## src/rtl/fft_out_buffer_ctrl.sv

```systemverilog
// Ping-pong output buffer controller for an FFT core.
// One RAM is filled from the core's unload port, addressed by bin index,
// while the other is drained in natural order through a valid/ready port.
// The roles swap only when a frame is complete and the reader is free.
// If the reader is still busy, the completed frame is dropped and the
// sticky overflow flag is raised.

module fft_out_buffer_ctrl (
  input  logic       clock,
  input  logic       reset,
  input  logic       dv_fft_core,
  input  logic [9:0] xk_index,
  input  logic       rd_ready,
  output logic       sel_ram,
  output logic       wr_en_ram_0,
  output logic       wr_en_ram_1,
  output logic [9:0] addr_ram_0,
  output logic [9:0] addr_ram_1,
  output logic       rd_valid,
  output logic       rd_last,
  output logic       overflow
);

  typedef enum logic [1:0] {
    R_IDLE    = 2'd0,
    R_FETCH   = 2'd1,
    R_PRESENT = 2'd2
  } rd_state_t;

  localparam logic [9:0] LAST_IDX = 10'd1023;

  rd_state_t  state_r;
  rd_state_t  state_nxt_s;
  logic [9:0] wr_cnt_r;
  logic [9:0] rd_cnt_r;
  logic [9:0] rd_cnt_nxt_s;
  logic       sel_ram_r;
  logic       rd_valid_r;
  logic       rd_last_r;
  logic       overflow_r;
  logic       frame_end_s;
  logic       read_free_s;
  logic       swap_s;

  // Frame completion is purely count based; bin indices are never checked.
  assign frame_end_s = dv_fft_core && (wr_cnt_r == LAST_IDX);

  // The reader counts as free if it is idle, or if it is handing off its
  // final sample in this very cycle.
  assign read_free_s = (state_r == R_IDLE) ||
                       ((state_r == R_PRESENT) && rd_last_r && rd_ready);

  assign swap_s = frame_end_s && read_free_s;

  // Read FSM next state and next read address.
  always_comb begin
    state_nxt_s  = state_r;
    rd_cnt_nxt_s = rd_cnt_r;
    case (state_r)
      R_IDLE: begin
        if (swap_s) begin
          state_nxt_s  = R_FETCH;
          rd_cnt_nxt_s = 10'd0;
        end else begin
          state_nxt_s  = R_IDLE;
        end
      end
      R_FETCH: begin
        // One cycle of synchronous RAM read latency.
        state_nxt_s = R_PRESENT;
      end
      R_PRESENT: begin
        if (rd_ready) begin
          if (rd_cnt_r == LAST_IDX) begin
            if (swap_s) begin
              // Back-to-back frame: restart at sample 0 without idling.
              state_nxt_s  = R_FETCH;
              rd_cnt_nxt_s = 10'd0;
            end else begin
              state_nxt_s  = R_IDLE;
            end
          end else begin
            state_nxt_s  = R_FETCH;
            rd_cnt_nxt_s = rd_cnt_r + 10'd1;
          end
        end else begin
          state_nxt_s = R_PRESENT;
        end
      end
      default: begin
        state_nxt_s  = R_IDLE;
        rd_cnt_nxt_s = 10'd0;
      end
    endcase
  end

  // State, counters, buffer select and registered status outputs.
  always_ff @(posedge clock or negedge reset) begin
    if (!reset) begin
      state_r    <= R_IDLE;
      rd_cnt_r   <= 10'd0;
      wr_cnt_r   <= 10'd0;
      sel_ram_r  <= 1'b0;
      rd_valid_r <= 1'b0;
      rd_last_r  <= 1'b0;
      overflow_r <= 1'b0;
    end else begin
      state_r    <= state_nxt_s;
      rd_cnt_r   <= rd_cnt_nxt_s;
      rd_valid_r <= (state_nxt_s == R_PRESENT);
      rd_last_r  <= (state_nxt_s == R_PRESENT) && (rd_cnt_nxt_s == LAST_IDX);
      if (dv_fft_core) begin
        wr_cnt_r <= wr_cnt_r + 10'd1;
      end else begin
        wr_cnt_r <= wr_cnt_r;
      end
      if (swap_s) begin
        sel_ram_r <= ~sel_ram_r;
      end else begin
        sel_ram_r <= sel_ram_r;
      end
      if (frame_end_s && !read_free_s) begin
        overflow_r <= 1'b1;
      end else begin
        overflow_r <= overflow_r;
      end
    end
  end

  // Write enables are gated by reset so nothing is written while held.
  assign wr_en_ram_0 = reset && dv_fft_core && !sel_ram_r;
  assign wr_en_ram_1 = reset && dv_fft_core &&  sel_ram_r;

  // Fill RAM takes the bin index, read RAM takes the read counter.
  assign addr_ram_0 = sel_ram_r ? rd_cnt_r : xk_index;
  assign addr_ram_1 = sel_ram_r ? xk_index : rd_cnt_r;

  assign sel_ram  = sel_ram_r;
  assign rd_valid = rd_valid_r;
  assign rd_last  = rd_last_r;
  assign overflow = overflow_r;

endmodule

```

## config.mk

```make
export PLATFORM = sky130hd
export DESIGN_NAME = fft_out_buffer_ctrl
export DESIGN_NICKNAME = d
export VERILOG_FILES = /design/src/rtl/fft_out_buffer_ctrl.sv
export SDC_FILE = /design/constraint.sdc
export NUM_CORES = 1
export LEC_CHECK = 0
export CAP_MARGIN = 20
export CORE_MARGIN = 10
export CORE_UTILIZATION = 45
export DETAILED_ROUTE_END_ITERATION = 8
export PLACE_DENSITY = 0.82
export SYNTH_ARGS = -nofsm -noshare
export SYNTH_HDL_FRONTEND = slang
export SYNTH_SLANG_ARGS = --single-unit
export TNS_END_PERCENT = 1
```

## constraint.sdc

```tcl
create_clock -name clock -period 2 [get_ports clock]
set_input_delay 0.4 -clock clock [delete_from_list [all_inputs] [get_ports clock]]
set_output_delay 0.4 -clock clock [all_outputs]
set_load 0.02 [all_outputs]
```

==> out/metrics.csv <==
metric,value,unit
status,finished with violations,
failing checks,negative setup slack,
fill cell instance count of the final layout,269,
count of max-cap constraint violations,0,
Slew Limit Headroom,0.7491,
Placement Rows,22,
final setup fails,1,
most frequent standard cell in the layout excluding fill and tap cells,sky130_fd_sc_hd__buf_4,
antenna-violating nets left,0,
Gate power share,0.495,
CP Data Required Time,2160,ps
CTS H-tree lvls,1,
"flops & latches, synth",26,
number of global-route vias before repair,1663,
portion of the post-synthesis area used by sequential elements,0.3796,
setup repair after global routing missed its margin,true,
1st-pass router iterations,4,
placed wire-length estimate,3881,µm
area enclosed by the die boundary,6678,µm²
placed cell count,305,
WL/cell,16.27,µm
most frequent cells in the layout,"sky130_fd_sc_hd__buf_4, sky130_fd_sc_hd__dfrtp_1, sky130_fd_sc_hd__dlygate4sd2_1, sky130_fd_sc_hd__mux2_2, sky130_fd_sc_hd__clkdlybuf4s50_1",
Hold Path Class,register to register,
total internal power,1.350,mW
Die Ht,81.72,µm
number of synthesized flops with an enable pin,0,
initial antenna violation count,0,
data arrival time at the worst-slack endpoint,2320,ps
fin nets,280,
largest net degree at the start of global routing,25,
gate count of the mapped netlist,184,
combined global-route utilization of all metal layers,0.1497,
Final period util,1.077,
Cell Pwr Density,838.8,nW/µm²
proportion of register bits with asynchronous set or reset after synthesis,1.000,
CTS tree,yes,
wire length of the first global-routing pass,8121,µm
part of the power in registers,0.350,
total count of hold-check failures in the final report,0,
count of routing violations after the opening detailed-route iteration,141,
crit path time final,2154,ps
unique cell type count in the Yosys netlist,53,
die boundary width,81.72,µm
Antenna Cells,0,
main flop type after synthesis,sky130_fd_sc_hd__dfrtp_1,
core region area,3661,µm²
worst setup timing slack at the placement stage,-437.2,ps
fraction of final layout cells with drive strength greater than 1,0.3308,
detailed-route wire length,5059,µm
via count,1713,
maximum operating frequency,464.1,MHz
worst-case clock buffer depth,2,
largest fanout of any net on the critical path,6,
Area Overhead vs Synth,50.44,%
total power consumption of the routed design,2.163,mW
part of the power in the clock network,0.155,
maximum resistive drop on vdd,0.0007495,V
Worst Slack Setup Final,-154.5,ps
Pleak,1.220,nW
final routed DRC violation total,0,
proportion of total power due to net switching,0.3759,
residual overflow from global routing,0,
total number of clock tree sinks,26,
count of buffers from port buffering,39,
number of non-filler instances in the completed layout,311,
Synth Net Count,200,
worst hold slack,486.7,ps
Startpoint Class,input pin,
root buffer selected by CTS,sky130_fd_sc_hd__clkbuf_8,
Net Sw Power,0.8132,mW
average cell area after synthesis,9.316,µm²
starting utilization of the core area,0.4682,
final RePlAce weighted congestion,0.9257,
hold-fix buffer count after cts,0,
Clock Latency Late Sink,270,ps
count of warnings emitted by yosys,0,
clock transition at the registers of the reported paths,80,ps
synthesized area,1714,µm²
TritonCTS buffer count,3,
startpoint-to-endpoint class of the critical path,input pin to register,
crit end category,register,
Worst-Margin Slew,375.6,ps
final count of pins violating max slew,0,
IO Count,40,
average via count per standard cell,5.508,
Clock Skew,4.703,ps
path summary, 6_finish.rpt:
check	startpoint	endpoint	slack (ps)	depth (start not counted)
worst max-delay path	rd_ready	rd_last	-150	7
worst min-delay path	overflow	overflow	490	1
worst max register to register	wr_cnt_r[1]	rd_last	-110	7
worst min register to register	overflow	overflow	490	1
max in group asynchronous	reset	rd_cnt_r[3]	1280	2
min in group asynchronous	reset	wr_cnt_r[4]	540	2
what timing repair did:
item | 4_1_cts | 5_1_grt
gates cloned | 0 | 0
pin swaps | 2 | 4
gates resized for setup | 24 | 9
buffers inserted | 0 | 2
endpoints found under the setup margin | 23 | 8
routing by layer:
metal | track usage | wire [µm]
met2 | 0.2602 | 2687
met4 | 0.04082 | 48
met1 | 0.1854 | 2060
met5 | 0 | 0
met3 | 0.02620 | 262
power groups by stage:
stage	clock (mW)	sequential [mW]	combinational (mW)
3_3_place_gp	0	0.751	1.06
2_1_floorplan	0	0.780	0.518
5_1_grt	0.357	0.773	1.17
3_5_place_dp	0	0.752	1.08
6_report	0.335	0.756	1.07
4_1_cts	0.346	0.744	1.04
worst max-delay path, cell delays in order:
cell and delay, ps:
sky130_fd_sc_hd__clkdlybuf4s50_1 480, sky130_fd_sc_hd__a21boi_1 90, sky130_fd_sc_hd__or4_4 560, sky130_fd_sc_hd__a21boi_4 260
sky130_fd_sc_hd__o211ai_1 160, sky130_fd_sc_hd__nor4b_1 170, sky130_fd_sc_hd__and4_1 190
stage by stage:
stage                     utilization  setup TNS (ps)  instance area [µm²]
after floorplan                     -          -29.13                 1742
after global placement         0.6811           -2718                 2494
after detailed placement       0.6811           -3342                 2494
after CTS                      0.6907          -101.9                 2529
after global routing           0.7044          -238.5                 2579
final                          0.7044          -154.5                 2579
state kept, by name (all words and copies together), names as in the netlist:
register,flops
rd_cnt_r,10
sel_ram,1
rd_last,1
wr_cnt_r,10
state_r,2
rd_valid,1
overflow,1
cells in the mapped netlist, drive strengths merged, types with 2 or more instances:
| master | n | area share |
|---|---|---|
| o21ai | 11 | 0.032 |
| nor3 | 3 | 0.0088 |
| nand4 | 7 | 0.029 |
| xnor2 | 5 | 0.026 |
| nand3 | 8 | 0.026 |
| xor2 | 5 | 0.026 |
| a21o | 3 | 0.013 |
| dfrtp | 26 | 0.38 |
| nor2 | 13 | 0.028 |
| and3 | 4 | 0.016 |
| inv | 7 | 0.015 |
| and4 | 2 | 0.012 |
| nor4 | 3 | 0.011 |
| ha | 2 | 0.015 |
| a21boi | 3 | 0.015 |
| a21oi | 9 | 0.026 |
| o21bai | 2 | 0.0088 |
| or3 | 3 | 0.011 |
| buf | 7 | 0.020 |
| mux2 | 19 | 0.12 |
| nand2 | 14 | 0.031 |
| clkbuf | 6 | 0.013 |
layout make-up:
cell class	instances	area [µm²]	area share
multi-input cells	138	1039	0.4027
repair buffers	88	748.2	0.2902
flip-flops and latches	26	650.6	0.2523
well taps	48	60.06	0.02329
clock buffers	4	55.05	0.02135
inverters	7	26.28	0.01019
cells by family after synthesis:
kind of cell	share of synthesized area
adders and majority gates	0.01460
DFF	0.3796
and+or+nand+nor	0.2088
xor gates and xnor gates	0.05109
AOI/OAI and AO/OA	0.1723
muxes	0.1248
buffers and inverters	0.04891
Note: power is estimated with default switching activity, not from simulation.
